**src/rtl/add_ctrl_pkg.sv**
```systemverilog
// Shared types and helpers for the serial add sequencing controller.
package add_ctrl_pkg;

  typedef enum logic [1:0] {
    IDLE = 2'd0,
    RUN  = 2'd1,
    DONE = 2'd2
  } state_e;

  typedef logic req_id_t;

  function automatic int calc_nslice(input int width, input int slice);
    return width / slice;
  endfunction

endpackage

```
**src/rtl/add_slice.sv**
```systemverilog
// Combinational SLICE-bit adder with carry-in and carry-out.
module add_slice #(
  parameter int SLICE = 4
) (
  input  logic [SLICE-1:0] a,
  input  logic [SLICE-1:0] b,
  input  logic             cin,
  output logic [SLICE-1:0] sum,
  output logic             cout
);

  assign {cout, sum} = {1'b0, a} + {1'b0, b} + {{SLICE{1'b0}}, cin};

endmodule

```
**src/rtl/add_seq_ctrl.sv**
```systemverilog
// Two-requester serial adder: one shared SLICE-bit adder walks WIDTH-bit operands LSB slice first.
// Optional signed-overflow output enabled by defining ADD_SEQ_CTRL_OVF_EN.
module add_seq_ctrl
  import add_ctrl_pkg::*;
#(
  parameter int WIDTH = 16,
  parameter int SLICE = 4
) (
  input  logic             clk,
  input  logic             rst,
  input  logic             req0_valid,
  output logic             req0_ready,
  input  logic [WIDTH-1:0] req0_a,
  input  logic [WIDTH-1:0] req0_b,
  input  logic             req0_cin,
  input  logic             req1_valid,
  output logic             req1_ready,
  input  logic [WIDTH-1:0] req1_a,
  input  logic [WIDTH-1:0] req1_b,
  input  logic             req1_cin,
  output logic             rsp_valid,
  input  logic             rsp_ready,
  output logic             rsp_id,
  output logic [WIDTH-1:0] rsp_sum,
  output logic             rsp_cout,
  output logic             busy
`ifdef ADD_SEQ_CTRL_OVF_EN
  ,
  output logic             rsp_ovf
`endif
);

  localparam int NSLICE = calc_nslice(WIDTH, SLICE);
  localparam int CW = (NSLICE > 1) ? $clog2(NSLICE) : 1;
  localparam logic [CW-1:0] LAST_SLICE = CW'(NSLICE - 1);

  if ((WIDTH % SLICE) != 0 || NSLICE < 1) begin : g_bad_width
    $fatal(1, "add_seq_ctrl: WIDTH must be a positive multiple of SLICE");
  end

  state_e           state_q, state_d;
  req_id_t          prio_q, prio_d;
  req_id_t          id_q, id_d;
  logic [WIDTH-1:0] a_q, a_d, b_q, b_d, sum_q, sum_d;
  logic             carry_q, carry_d;
  logic [CW-1:0]    cnt_q, cnt_d;
  logic             rsp_valid_q, rsp_valid_d;
  req_id_t          rsp_id_q, rsp_id_d;
  logic             rsp_cout_q, rsp_cout_d;
  logic             busy_q, busy_d;

  logic             gnt0, gnt1, last_slice;
  int               slice_base;
  logic [SLICE-1:0] slice_a, slice_b, slice_sum;
  logic             slice_cout;

  // prio_q names the requester that wins a tie; it flips to the other one on every grant
  assign gnt0 = req0_valid && (!req1_valid || prio_q == 1'b0);
  assign gnt1 = req1_valid && (!req0_valid || prio_q == 1'b1);
  assign req0_ready = !rst && (state_q == IDLE) && gnt0;
  assign req1_ready = !rst && (state_q == IDLE) && gnt1;

  assign slice_base = int'(cnt_q) * SLICE;
  assign slice_a    = a_q[slice_base +: SLICE];
  assign slice_b    = b_q[slice_base +: SLICE];
  assign last_slice = (state_q == RUN) && (cnt_q == LAST_SLICE);

  add_slice #(.SLICE(SLICE)) u_slice (
    .a    (slice_a),
    .b    (slice_b),
    .cin  (carry_q),
    .sum  (slice_sum),
    .cout (slice_cout)
  );

  always_comb begin
    state_d     = state_q;
    prio_d      = prio_q;
    id_d        = id_q;
    a_d         = a_q;
    b_d         = b_q;
    sum_d       = sum_q;
    carry_d     = carry_q;
    cnt_d       = cnt_q;
    rsp_valid_d = rsp_valid_q;
    rsp_id_d    = rsp_id_q;
    rsp_cout_d  = rsp_cout_q;
    case (state_q)
      IDLE: begin
        if (req0_ready || req1_ready) begin
          a_d     = req1_ready ? req1_a : req0_a;
          b_d     = req1_ready ? req1_b : req0_b;
          carry_d = req1_ready ? req1_cin : req0_cin;
          id_d    = req1_ready;
          prio_d  = !req1_ready;
          cnt_d   = '0;
          state_d = RUN;
        end
      end
      RUN: begin
        sum_d[slice_base +: SLICE] = slice_sum;
        carry_d = slice_cout;
        cnt_d   = cnt_q + 1'b1;
        if (last_slice) begin
          state_d     = DONE;
          rsp_valid_d = 1'b1;
          rsp_id_d    = id_q;
          rsp_cout_d  = slice_cout;
        end
      end
      DONE: begin
        if (rsp_ready) begin
          state_d     = IDLE;
          rsp_valid_d = 1'b0;
        end
      end
      default: state_d = IDLE;
    endcase
    busy_d = (state_d != IDLE);
  end

  always_ff @(posedge clk) begin
    if (rst) begin
      state_q     <= IDLE;
      prio_q      <= 1'b0;
      id_q        <= 1'b0;
      a_q         <= '0;
      b_q         <= '0;
      sum_q       <= '0;
      carry_q     <= 1'b0;
      cnt_q       <= '0;
      rsp_valid_q <= 1'b0;
      rsp_id_q    <= 1'b0;
      rsp_cout_q  <= 1'b0;
      busy_q      <= 1'b0;
    end else begin
      state_q     <= state_d;
      prio_q      <= prio_d;
      id_q        <= id_d;
      a_q         <= a_d;
      b_q         <= b_d;
      sum_q       <= sum_d;
      carry_q     <= carry_d;
      cnt_q       <= cnt_d;
      rsp_valid_q <= rsp_valid_d;
      rsp_id_q    <= rsp_id_d;
      rsp_cout_q  <= rsp_cout_d;
      busy_q      <= busy_d;
    end
  end

  assign rsp_valid = rsp_valid_q;
  assign rsp_id    = rsp_id_q;
  assign rsp_sum   = sum_q;
  assign rsp_cout  = rsp_cout_q;
  assign busy      = busy_q;

`ifdef ADD_SEQ_CTRL_OVF_EN
  logic ovf_q, ovf_d;

  // The top slice's sum MSB is the result sign, so overflow is decided on the last slice
  always_comb begin
    ovf_d = ovf_q;
    if (last_slice)
      ovf_d = (a_q[WIDTH-1] == b_q[WIDTH-1]) && (slice_sum[SLICE-1] != a_q[WIDTH-1]);
  end

  always_ff @(posedge clk) begin
    if (rst) ovf_q <= 1'b0;
    else     ovf_q <= ovf_d;
  end

  assign rsp_ovf = ovf_q;
`endif

endmodule

```
**config.mk**
```make
export PLATFORM = sky130hd
export DESIGN_NAME = add_seq_ctrl
export DESIGN_NICKNAME = d
export VERILOG_FILES = /design/src/rtl/add_ctrl_pkg.sv /design/src/rtl/add_slice.sv /design/src/rtl/add_seq_ctrl.sv
export SDC_FILE = /design/constraint.sdc
export NUM_CORES = 1
export LEC_CHECK = 0
export CAP_MARGIN = 10
export CORE_MARGIN = 8
export CORE_UTILIZATION = 49
export DETAILED_ROUTE_END_ITERATION = 8
export PLACE_DENSITY_LB_ADDON = 0.3
export SLEW_MARGIN = 10
export SYNTH_ARGS = -nofsm -noshare
export SYNTH_HDL_FRONTEND = slang
export SYNTH_SLANG_ARGS = --single-unit
```
**constraint.sdc**
```tcl
create_clock -name clk -period 7.3 [get_ports clk]
set_input_delay 0.73 -clock clk [delete_from_list [all_inputs] [get_ports clk]]
set_output_delay 0.73 -clock clk [all_outputs]
set_load 0.03 [all_outputs]
```
# After elaboration in Yosys (flattened, before gate mapping)

Index checks and enable logic that the tools add are counted.

Add/sub/neg operators: 4
Equality and inequality tests: 6
Shifts and indexed selects: 4
Mux-type cells: 15
Bitwise logic cells: 1
Reductions and logical operators: 21

Operators with widths:

| kind                                                   | count |
|---|---|
| negation 4 -> 33 bit                                   | 1 |
| variable shift 4 x 33 -> 16 bit (first input constant) | 1 |
| variable part select 4 x 33 -> 16 bit                  | 1 |
| 2-to-1 mux 16 bit                                      | 2 |
| variable part select 16 x 5 -> 4 bit                   | 2 |
| bitwise mux 16 bit                                     | 1 |
| 2-to-1 mux 2 bit                                       | 4 |
| logical AND 1 bit                                      | 6 |
| case mux 2 bit (3 select lines)                        | 1 |
| AND reduction 2 bit                                    | 3 |
| nonzero test 2 bit                                     | 3 |
| adder 4 x 4 -> 5 bit                                   | 1 |
| adder 5 x 1 -> 5 bit                                   | 1 |
| == test 2 bit (second input constant)                  | 2 |
| logical NOT 1 bit                                      | 4 |
| 2-to-1 mux 1 bit                                       | 4 |
| inequality test 2 bit (second input constant)          | 2 |
| case mux 1 bit (2 select lines)                        | 2 |
| case mux 2 bit (2 select lines)                        | 1 |
| logical OR 1 bit                                       | 3 |
| AND reduction 3 bit                                    | 1 |
| adder 2 x 1 -> 2 bit (second input constant)           | 1 |
| == test 2 x 1 -> 1 bit (second input constant)         | 1 |
| logical NOT 2 bit                                      | 1 |
| 2 further kinds                                        | 2 |

Bits in registers: 59

# Logic depth before layout (Yosys ltp)

Gate-level depths: netlist of the first run.

Depth after elaboration: 8
Mapped depth: 8

# Cells and area by module

From an unflattened synthesis of the first run, not the netlist that was laid out.

Cell total of the unflattened synthesis: 308
Area, all modules: 2935.3 um2

By module, submodules not included:

| module       | times used | cells an instance | area each (um2) |
|---|---|---|---|
| add_seq_ctrl | 1          | 292               | 2791.4 |
| add_slice    | 1          | 16                | 143.9 |

# Least setup slack after synthesis of the first run

No wires, ideal clock.

Path type: register to register
From: register cnt_q[0]
To: register carry_q
Library setup time: 0.131 ns
Arrival: 2.541 ns
Setup slack: 4.627 ns
Cell stages (with the launch flop): 9
Path buffers: 1
Clock period less this slack: 2.673 ns
Path through: dfxtp_1 > buf_2 > mux4_2 > fa_1 > fa_1 > a21o_1 > a21oi_1 > a22o_1 > nor3_1

Longest elaborated chain between the ends: 4
Elaborated cells between the ends (all ways): 5
Classes of those cells: add/sub: 2; shift: 2; mux: 1

RTL lines:

| element                                                 | RTL line                               | source |
|---|---|---|
| from (decl)                                             | add_seq_ctrl.sv:46                     | `logic [CW-1:0] cnt_q, cnt_d;` |
| from (signal assigned)                                  | add_seq_ctrl.sv:144                    | `cnt_q <= cnt_d;` |
| variable part select 16 x 5 -> 4 bit (on tied branches) | add_seq_ctrl.sv:64, add_seq_ctrl.sv:65 |  |
| adder 4 x 4 -> 5 bit *                                  | add_slice.sv:12                        | `assign {cout, sum} = {1'b0, a} + {1'b0, b} + {{SLICE{1'b0}}, cin};` |
| adder 5 x 1 -> 5 bit *                                  | add_slice.sv:12                        |  |
| case mux 1 bit (2 select lines) *                       | add_seq_ctrl.sv:88                     | `case (state_q)` |
| to (signal assigned)                                    | add_seq_ctrl.sv:143                    | `carry_q <= carry_d;` |
| to (decl)                                               | add_seq_ctrl.sv:45                     | `logic carry_q, carry_d;` |

Every way passes the cells marked *; elsewhere a longest branch is shown, timed or not.
A chain may end at the register's enable or synchronous reset.

# Worst setup path in the final report of the first run

From: input port rst
To: output port req1_ready

Longest elaborated chain between the ends: 3

RTL lines:

| element                         | RTL line           | source |
|---|---|---|
| from (decl)                     | add_seq_ctrl.sv:10 | `input logic rst,` |
| logical NOT 1 bit               | add_seq_ctrl.sv:61 | `assign req1_ready = !rst && (state_q == IDLE) && gnt1;` |
| logical AND 1 bit (2 in series) | add_seq_ctrl.sv:61 |  |
| to (decl)                       | add_seq_ctrl.sv:17 | `output logic req1_ready,` |

Every way passes these cells.

==> results of run 1 <==
[kinds of logic (layout without fill, tap and decap cells)]
family                   after synthesis  after routing  share of synthesized area
AO/OA/AOI/OAI                         74             74                      0.197
adder cells (fa/ha/maj)               10             10                     0.0504
flip-flops                            59             59                      0.425
XOR/XNOR                               1              1                    0.00315
AND/OR/NAND/NOR                      130            130                      0.217
buffers and inverters                 25            112                     0.0423
multiplexers                           8              8                     0.0648
[sequential cells by signal, indices dropped and copies added, names as in the netlist]
register   count
rsp_valid      1
rsp_sum       16
id_q           1
prio_q         1
rsp_id         1
carry_q        1
cnt_q          2
rsp_cout       1
a_q           16
busy           1
state_q        2
b_q           16
[cell type report]
class / instances / area (um^2)
Timing Repair Buffer: 92 / 916
Multi-Input combinational cell: 223 / 1480
Clock buffer: 15 / 186
Inverter: 4 / 16.3
Clock inverter: 1 / 5.00
Tap cell: 72 / 90.1
Sequential cell: 59 / 1180
Fill cell: 420 / 1630
[path summary, 6_finish.rpt]
| check | startpoint | endpoint | depth (start not counted) |
|---|---|---|---|
| min reg2reg | rsp_id$_SDFFE_PP0P_ | rsp_id$_SDFFE_PP0P_ | 2 |
| min | rsp_id$_SDFFE_PP0P_ | rsp_id$_SDFFE_PP0P_ | 2 |
| max reg2reg | cnt_q[0]$_SDFFE_PP0P_ | carry_q$_SDFFE_PP0P_ | 7 |
| max | rst | req1_ready | 5 |
[synth_stat cells]
cell type / number / area, um^2
a2111oi_0: 1 / 8.76
a211oi_1: 1 / 7.51
a21o_1: 1 / 7.51
a21oi_1: 15 / 75.1
a22o_1: 1 / 8.76
a22oi_1: 19 / 143
a311oi_1: 26 / 228
a32oi_1: 4 / 35.0
buf_2: 2 / 10.0
buf_4: 1 / 7.51
buf_6: 2 / 22.5
clkbuf_1: 15 / 56.3
clkbuf_2: 1 / 5.00
clkinv_1: 1 / 3.75
clkinv_2: 1 / 5.00
dfxtp_1: 59 / 1180
fa_1: 2 / 40.0
ha_1: 8 / 100
inv_1: 2 / 7.51
mux4_2: 8 / 180
nand2_1: 64 / 240
nand2b_1: 2 / 12.5
nand3_1: 1 / 5.00
nand3_2: 1 / 10.0
nand3_4: 1 / 17.5
nand3b_1: 4 / 30.0
nor2_1: 45 / 169
nor2b_1: 2 / 12.5
nor3_1: 2 / 10.0
nor3_4: 1 / 16.3
nor4_2: 1 / 12.5
nor4b_2: 3 / 45.0
o21ai_0: 3 / 15.0
o21ai_1: 1 / 5.00
o21bai_1: 1 / 7.51
o22ai_1: 1 / 6.26
or2_2: 1 / 6.26
or3b_2: 2 / 17.5
xor2_1: 1 / 8.76
[routing by layer]
metal | part of all wire | GRT usage
met2 | 0.48 | 0.316
met1 | 0.41 | 0.215
met5 | 0 | 0
met3 | 0.086 | 0.0683
met4 | 0.020 | 0.0955
[power by group through the flow]
stage                     logic [mW]  clock network [mW]  registers (mW)
final                          0.123               0.280           0.352
after global placement         0.120                   0           0.358
after floorplan               0.0671                   0           0.355
after CTS                      0.123               0.283           0.352
after global routing           0.135               0.301           0.354
after detailed placement       0.122                   0           0.359
[cell usage in the layout (no fill, tap or decap), drive strengths merged, types with 3 or more instances in the layout]
cell type,count
a311oi,26
a32oi,4
nand3,3
clkbuf,15
dfxtp,59
ha,8
clkdlybuf4s50,91
nor2,45
a21oi,15
clkinv,3
mux4,8
a22oi,19
o21ai,4
nor4b,3
nor3,3
nand2,64
nand3b,4
[worst reg2reg max path, cell delays in order (launching register included)]
cell and delay (ps):
dfxtp_1 800, mux4_2 630, fa_1 440, fa_1 430, a21o_1 200, a21oi_1 180
a22o_1 170, nor3_1 40
==> run metrics, run 1 <==
Crit Path Max Fanout a little under 60; final cell count without fillers around 470; outcome finished clean; # rows 27; worst path required time about 6600 ps; Switch Pwr 0.190 mW; min Tclk post-route 4310 ps; Setup WS post-layout ~3000 ps; clock network power share 0.371; Final Hold Violating Endpoints 0; # IOs just over 90; Clock H-tree levels 3; Reg power frac 0.466; post-synth net total between 300 and 400; Post-CTS Setup Inserts 0; chip height 91.3 um; n_diodes 0; total track usage 0.192; slowest cell on the critical path buf_2; Post-Syn Area about 2800 um^2; die width between 90 and 100 um; Post-Syn Instances 307; first-pass GRT wire length roughly 13 mm; Design Area, Final 3870 um^2; CTS sink cnt around 60; Crit. End Element output port; DR WL/cell roughly 16 um; routability cong. approximately 0.8; Core Region 5510 um^2; layout cells sized above 1 0.0863; CTS tree done; Placed Area 3680 um^2; vias 2628; cts bufs inserted 9; pre-CTS setup slack approximately 3000 ps; post-synth cell types 39; antenna-violating nets left 0; syn_area_per_cell between 9 and 10 um^2; GRT overflow 0; Post-CTS Resized 0; worst stage delay on the critical path just under 800 ps; max-slew violations 0; Area growth syn-to-layout 39.4%; vias per cell between 5 and 6; internal power about 0.56 mW; Crit Path Class input pin to output port; CP delay by family, top buffers and inverters; Sw Ratio 0.252; achievable frequency approximately 0.23 GHz; Post-CTS Hold Buffers 0; MaxCap Viol Count 0; crit start category input pin; number of global-route vias before repair 2721; starting density of the core 0.505; post-synthesis sequential area ratio 0.425; Cell Count Post-Placement between 400 and 500; max_slew headroom 0.287; Hold WC Path Type register to register; Setup violations, final 0; crit share post-route 0.590; RSZ-0062 raised after global routing no; Power Density about 200 nW/um^2; R2R Setup Slk roughly 4300 ps; Lkg Pwr between 1 and 1.5 nW; setup_tns 0 ps; Pre-antenna DRT Iters 4; Clock Tree Buf Depth 2; Remaining DRCs 0; CP Buf/Inv Count 3; Port Buffers between 90 and 100; CP Cell Sequence buf_2 > nor3_4 > nand3_2 > clkinv_1 > clkdlybuf4s50_1; DP Wirelength about 5.7 mm; Starting DRT DRC Count between 100 and 150; largest net degree at the start of global routing 60; Synth warnings 0; PnR Total Power 0.755 mW; DIE AREA about 8300 um^2; combinational power share 0.163; Slew @ Worst Pin 1070 ps; Root Buffer clkbuf_8; Worst EP arrival 3580 ps; Net count, final 470; Peak VDD IR between 90 and 100 uV; initial antenna violation count 0; clk slew on worst S/H paths 60 ps; final hold slack roughly 470 ps; final core utilization 0.704; Max Clock Skew 9.36 ps; Seq cells post-synth between 50 and 60; Total Wirelength approximately 7.6 mm; clk_lat worst skew roughly 340 ps
Power figures use the tool's default switching activity.
==> run 2, diff against run 1 <==
Settings changed: CORE_UTILIZATION 49 to 41.
Clock period 7.3 ns to 3.5 ns, I/O delays scaled along.
==> run metrics, run 2 (synthesized netlist as in run 1, its figures left out) <==
outcome finished clean; max_slew headroom 0.563; Root Buffer clkbuf_8; PnR Total Power ~1.6 mW; CP dominant cell by count fa_1; final cell count without fillers approximately 480; Remaining DRCs 0; DR WL/cell between 15 and 20 um; Setup violations, final 0; FILL cells between 600 and 700; slowest cell on the critical path mux4_2; crit start category register; layout cells sized above 1 0.0982; antenna-violating nets left 0; number of global-route vias before repair 2682; n_diodes 0; MaxCap Viol Count 0; Placed Area between 3000 and 4000 um^2; RSZ-0062 raised after global routing no; worst stage delay on the critical path a little under 600 ps; Pre-antenna DRT Iters 4; starting density of the core 0.416; largest net degree at the start of global routing 59; Final Hold Violating Endpoints 0; vias per cell about 5.5; die width between 90 and 100 um; min Tclk post-route around 2700 ps; worst path required time approximately 3700 ps; DP Wirelength approximately 5.7 mm; Lkg Pwr about 1.4 nW; Worst EP arrival 2930 ps; Power Density approximately 410 nW/um^2; Cell Count Post-Placement about 460; Core Region between 6000 and 7000 um^2; Crit Path Max Fanout 8; routability cong. ~0.84; Post-CTS Setup Inserts 0; Slew @ Worst Pin between 600 and 700 ps; CP delay by family, top adder cells; initial antenna violation count 0; chip height 98.3 um; first-pass GRT wire length ~13 mm; Port Buffers 92; clk_lat worst skew about 350 ps; CP Buf/Inv Count 0; GRT overflow 0; most frequent cells in the layout 91 x clkdlybuf4s50_1, 64 x nand2_1, 59 x dfxtp_1, 45 x nor2_1, 26 x a311oi_1; Peak VDD IR roughly 200 uV; Crit Path Class register to register; crit share post-route 0.779; # IOs between 90 and 100; Crit. End Element register; Clock Tree Buf Depth 2; Hold WC Path Type register to register; CTS sink cnt 59; setup_tns 0 ps; Area growth syn-to-layout 40.5%; CP Cell Sequence mux4_2 > fa_1 > fa_1 > a21o_1 > a21oi_1 > a22o_1 > nor3_1; Starting DRT DRC Count 118; CTS tree done; Post-CTS Hold Buffers 0; max-slew violations 0; cts bufs inserted 9; Clock H-tree levels 3; DIE AREA 9670 um^2; Total Wirelength 7.67 mm; Net count, final between 400 and 500; vias 2600; total track usage 0.162; Post-CTS Resized 0; commonest non-fill, non-tap cell in the layout clkdlybuf4s50_1; Max Clock Skew between 10 and 15 ps; achievable frequency 0.367 GHz; Design Area, Final between 3000 and 4000 um^2; # rows 30; clk slew on worst S/H paths 70 ps
run 2: cell count changes in the layout (fill, tap and decap cells not counted):
cell / change
buf_4: +4
clkinv_2: +3
clkbuf_1: -2
clkbuf_8: -4
bufinv_16: +1
clkinvlp_4: +1
run 2: per-stage QoR:
stage / hold WS, ps / setup slack [ps] / util
3_5_place_dp: 447 / 782 / 0.557
6_report: 454 / 774 / 0.584
3_3_place_gp: 441 / 857 / 0.557
5_1_grt: 477 / 639 / 0.584
2_1_floorplan: 426 / 827 / -
4_1_cts: 456 / 764 / 0.584
run 2: area by class of cell:
type	count	area, um^2	area share
clock buffers	9	124	0.0317
flip-flops and latches	59	1180	0.302
inverters	4	16.3	0.00417
repair buffers	96	946	0.242
well taps	80	100	0.0256
clock inverters	6	57.6	0.0147
multi-input cells	223	1480	0.379
run 2: worst register-to-register path, stage by stage (launching register included):
cell and delay, ps:
dfxtp_1 550, mux4_2 590, fa_1 450, fa_1 420, a21o_1 200, a21oi_1 190, a22o_1 160, nor3_1 40
run 2: power breakdown:
group,internal [mW],switching (mW)
sequential,0.706,0.0273
clock,0.319,0.273
combinational,0.139,0.119
run 2: layer usage:
layer / track usage / vias up / part of all wire
met5: 0 / - / 0
met4: 0.0543 / 0 / 0.014
met3: 0.0761 / 9 / 0.087
met2: 0.257 / 86 / 0.48
met1: 0.187 / 1221 / 0.42
li1: - / 1284 / -
run 2: final timing paths:
path	start	to	slack (ps)	depth (start not counted)
worst max-delay path	cnt_q[0]$_SDFFE_PP0P_	carry_q$_SDFFE_PP0P_	770	7
worst min-delay path	b_q[4]$_SDFFE_PP0P_	b_q[4]$_SDFFE_PP0P_	450	2
worst max register to register	cnt_q[0]$_SDFFE_PP0P_	carry_q$_SDFFE_PP0P_	770	7
worst min register to register	b_q[4]$_SDFFE_PP0P_	b_q[4]$_SDFFE_PP0P_	450	2
==> RTL edit 1 (settings of run 1) <==
`SLICE` is set to 4 in 2 places; all go to 8.
--- a/src/rtl/add_slice.sv
+++ b/src/rtl/add_slice.sv
@@ -2,3 +2,3 @@
 module add_slice #(
-  parameter int SLICE = 4
+  parameter int SLICE = 8
 ) (
--- a/src/rtl/add_seq_ctrl.sv
+++ b/src/rtl/add_seq_ctrl.sv
@@ -6,3 +6,3 @@
   parameter int WIDTH = 16,
-  parameter int SLICE = 4
+  parameter int SLICE = 8
 ) (
Check against the original RTL: not equivalent (a bounded check fails within 4 cycles, from zero or initial values and one cycle with rst high).
==> RTL edit 1 against run 1 <==
Register-to-register slack better by 0.11 ns; via count up 8.7%; wire length up 9.5%; non-clock buffer count up 2; design area up 6.1%; synthesized area up 4.8%; worst setup slack better by 0.011 ns; final cell count up 10%; first-iteration DRC count up 4.1%; count of clock-buffer cells in the layout down 4; synthesized cell count up 14%; sequential cell count down 1.
Power is not compared: it rests on default switching activity, and its combinational part moved more than twofold at a synthesized area within 25%.
==> RTL edit 1: results (changes against run 1) <==
Status:
- The flow ran to the end, and the final reports show no timing, DRC or antenna violations.

Drt:
- The routed metal-1 wire length was 3.54 mm (+13%).
- The amount of wire on met3 after detailed routing is 667 um (+1.8%).
- The routed wire length on met2 is 3.96 mm (+8.2%).
- The detail-routed net length per standard cell is 16.2 um (-0.55%).

Placement:
- The final weighted congestion of routability-driven global placement is 0.862 (+7.6%).
- The worst slack at placement is 3.04 ns (+0.0279 ns).

Synth:
- The area fraction in compound gates after synthesis came to 20.9% (+1.2 points).
- The portion of the post-synthesis area used by sequential elements is 39.9% (-2.6 points).
- The multiplexer share of the synthesized area is 6.19% (-0.30 points).
- Yosys attributes the largest share of cell area to sky130_fd_sc_hd__dfxtp_1 (40%), sky130_fd_sc_hd__nand2_1 (9.7%), sky130_fd_sc_hd__a311oi_1 (7.5%).
- The share of the synthesized netlist area taken by xor and xnor gates is 0.301% (-0.014 points).
- The number of different library cells in the post-synthesis netlist came to 44 (+13%).

Timing:
- The shortest period the worst path allows came to 4.29 ns (-0.0112 ns).
- The worst relative slew slack came to 34.0% (+5.3 points).
- The final clock skew is 0.00943 ns (+0.0000612 ns).
- The worst-case hold slack is 0.456 ns (-0.00940 ns).

Cells and area:
- The sequential share of cell area is 28.2% (-2.2 points).
- The count of filler cells inserted in the layout is 467 (+11%).
- The fraction of standard cell area in multi-input logic was 40.0% (+1.8 points).
- The clock buffer count is 11 (-4).
- The non-clock buffer share of cell area is 22.6% (-1.0 points).
- The proportion of layout cells with a drive suffix above 1 is 9.82% (+1.2 points).
- The multi-input combinational cell count is 266 (+19%).

Setup path:
- The largest driver fanout on the critical path came to 67 (+14%).
- The arrival time at the worst endpoint came to 3.56 ns (-0.02 ns).
- The critical-path cell with the highest stage delay is sky130_fd_sc_hd__nand3_2.
- The worst setup slack for register-to-register paths is 4.36 ns (+0.11 ns).

GRT:
- The met1 layer usage reported by global route is 23.3% (+1.8 points).
- The met3 demand-to-capacity share in global routing is 6.65% (-0.18 points).
- The global-route usage over all layers came to 19.9% (+0.73 points).
- The global-route wire length before repair is 13.8 mm (+6.7%).
==> RTL edit 1: changes by cell type after synthesis, moves of 4 or more <==
cell                       change
sky130_fd_sc_hd__a32oi_1       -4
sky130_fd_sc_hd__mux4_2        -8
sky130_fd_sc_hd__nand2b_1      +6
sky130_fd_sc_hd__o21ai_0       +6
sky130_fd_sc_hd__a211oi_1      +7
sky130_fd_sc_hd__a21oi_1       +9
sky130_fd_sc_hd__mux2_2       +16
sky130_fd_sc_hd__a22oi_1      -12
sky130_fd_sc_hd__nand3_1       +5
sky130_fd_sc_hd__nor2_1       -10
sky130_fd_sc_hd__nand2_1      +11
==> RTL edit 1: path summary, 6_finish.rpt <==
check	startpoint	endpoint	cells past startpoint
max	rst	req1_ready	6
min reg2reg	rsp_sum[1]$_SDFFE_PP0P_	rsp_sum[1]$_SDFFE_PP0P_	2
min	rsp_sum[1]$_SDFFE_PP0P_	rsp_sum[1]$_SDFFE_PP0P_	2
max reg2reg	cnt_q$_SDFFE_PP0P_	carry_q$_SDFFE_PP0P_	7
==> RTL edit 2 (flow settings as in run 1) <==
Made on the original files. The 3 states of `state_e` get a one-hot encoding in 3 bits.
--- a/src/rtl/add_ctrl_pkg.sv
+++ b/src/rtl/add_ctrl_pkg.sv
@@ -3,6 +3,6 @@
 
-  typedef enum logic [1:0] {
-    IDLE = 2'd0,
-    RUN  = 2'd1,
-    DONE = 2'd2
+  typedef enum logic [2:0] {
+    IDLE = 3'b001,
+    RUN  = 3'b010,
+    DONE = 3'b100
   } state_e;
Check against the original RTL: same outputs for any inputs over 10 cycles, from zero or initial values and one cycle with rst high; not proved beyond that.
==> RTL edit 2 against run 1 <==
Critical path depth unchanged; design area increased by 7.3%; worst setup slack improved by 0.84 ns; wire length decreased by 6.5%; synthesized area increased by 10%; power increased by 5.5%; sequential cell count increased by 1; global-route usage decreased by 2.6 points; combinational power increased by 20%.
==> RTL edit 2: results (changes against run 1) <==
Drt:
- The wire length after detailed routing is 7.12 mm (-6.5%).
- The number of DRC markers after the initial detailed-route iteration is 88 (-41%).
- The detail-routed net length per standard cell came to 15.7 um (-4.2%).
- The mean number of vias per cell is 5.45 (-3.4%).

Placement:
- The detailed placer's ending HPWL is 5.21 mm (-7.8%).
- The final weighted congestion of routability-driven global placement came to 0.805 (+0.50%).
- The post-placement cell count is 439 (-2.4%).
- The post-place instance area was 0.00397 mm^2 (+7.7%).

Power and ir drop:
- The switching portion of total power was 27.2% (+1.9 points).
- The cell leakage power is 1.58 nW (+15%).
- The worst vdd rail ir drop was 0.131 mV (+34%).

Timing:
- The slew of the pin with the lowest slew margin is 1.09 ns (+0.0229 ns).
- The final clock skew is 0.00805 ns (-0.00132 ns).

Synth:
- The portion of the post-synthesis area used by sequential elements is 39.3% (-3.2 points).
- The multiplexer share of the synthesized area is 14.1% (+7.6 points).
- The share of synthesized cell area in full adder, half adder and majority cells is 4.58% (-0.46 points).
- The average instance area after synthesis was 10.5 um^2 (+16%).
- The net count of the mapped netlist is 373 (-3.9%).
- By area the synthesized netlist is led by sky130_fd_sc_hd__dfxtp_1 (39%), sky130_fd_sc_hd__a211oi_2 (9.8%), sky130_fd_sc_hd__mux2i_1 (8.2%).
- The area fraction in compound gates after synthesis is 21.4% (+1.7 points).
- The share of the synthesized netlist area taken by xor and xnor gates came to 0.287% (-0.029 points).

Cells and area:
- The proportion of layout cells with a drive suffix above 1 is 16.6% (+7.9 points).
- The number of nets in the layout is 456 (-3.0%).
- The count of filler cells inserted in the layout is 475 (+13%).

GRT:
- The via count of the first global-routing pass is 2469 (-9.3%).
- The global-route usage over all layers is 16.6% (-2.6 points).
- The global-route wire length before repair was 11.6 mm (-10%).
- The pin count of the biggest net entering global routing was 61 (+1.7%).

Status:
- The flow ran to the end, and the final reports show no timing, DRC or antenna violations.

Setup path:
- The arrival time at the worst endpoint came to 2.73 ns (-0.85 ns).
- The largest driver fanout on the critical path came to 60 (+1.7%).
- The slowest stage of the critical path belongs to the cell sky130_fd_sc_hd__clkdlybuf4s50_1.
- The largest stage delay on the critical path was 0.75 ns (-0.04 ns).
## RTL edit 2: cell count changes in the layout (fill, tap and decap cells not counted), moves of 3 or more
| cell | run 1 | this run |
|---|---|---|
| sky130_fd_sc_hd__a211oi_2 | 0 | 24 |
| sky130_fd_sc_hd__a311oi_1 | 26 | 1 |
| sky130_fd_sc_hd__clkbuf_8 | 13 | 9 |
| sky130_fd_sc_hd__clkinvlp_4 | 0 | 3 |
| sky130_fd_sc_hd__inv_1 | 2 | 5 |
| sky130_fd_sc_hd__mux2i_1 | 0 | 25 |
| sky130_fd_sc_hd__nand2_1 | 64 | 10 |
| sky130_fd_sc_hd__nand3_1 | 1 | 4 |
| sky130_fd_sc_hd__nand4bb_1 | 0 | 4 |
## RTL edit 2: per-layer routing
metal	GRT usage (%)	wire length (um)	share of wire, %
met4	7.80	139	2.0
met1	19.4	3120	44
met2	26.7	3460	49
met5	0	0	0
met3	5.63	407	5.7
## RTL edit 2: layout make-up
class,count,area share [%]
sequential,60,28.9
clock buffer,9,2.98
multi-input combinational,206,41.6
tap,75,2.26
inverter,5,0.451
clock inverter,7,1.63
timing repair buffer,93,22.2
## RTL edit 2: cell families (layout without fill, tap and decap cells)
kind of cell	count (synthesis)	in the layout
fa+ha+maj	10	10
buf+inv	26	114
mux	33	33
xor+xnor	1	1
compound gates	75	75
simple gates	87	87
flops	60	60
## RTL edit 2: worst min-delay path, stage by stage, from the launching register on
cell and delay, ns:
sky130_fd_sc_hd__dfxtp_1 0.31, sky130_fd_sc_hd__nand2_1 0.05, sky130_fd_sc_hd__a21oi_1 0.05
## RTL edit 2: power groups by stage
| stage | Combinational (mW) | Clock (mW) | Sequential (mW) |
|---|---|---|---|
| final | 0.147 | 0.290 | 0.360 |
| after detailed placement | 0.147 | 0 | 0.367 |
| after floorplan | 0.0953 | 0 | 0.362 |
| after global placement | 0.145 | 0 | 0.366 |
| after global routing | 0.159 | 0.312 | 0.362 |
| after CTS | 0.148 | 0.296 | 0.360 |
## RTL edit 2: final timing paths
path	startpoint	to	slack [ns]	depth (start not counted)
setup / recovery	rst	req0_ready	3.84	5
hold / removal	b_q[1]$_SDFFE_PP0P_	b_q[1]$_SDFFE_PP0P_	0.46	2
setup reg to reg	cnt_q[0]$_SDFFE_PP0P_	carry_q$_SDFFE_PP0P_	4.06	7
hold reg to reg	b_q[1]$_SDFFE_PP0P_	b_q[1]$_SDFFE_PP0P_	0.46	2
## RTL edit 2: per-stage QoR
stage	power [mW]	setup WS (ns)	util [%]
after floorplan	0.458	4.45	-
after CTS	0.803	3.82	69.4
after global placement	0.512	3.86	66.2
after detailed placement	0.514	3.82	66.2
final	0.797	3.84	69.4
after global routing	0.833	3.70	69.4
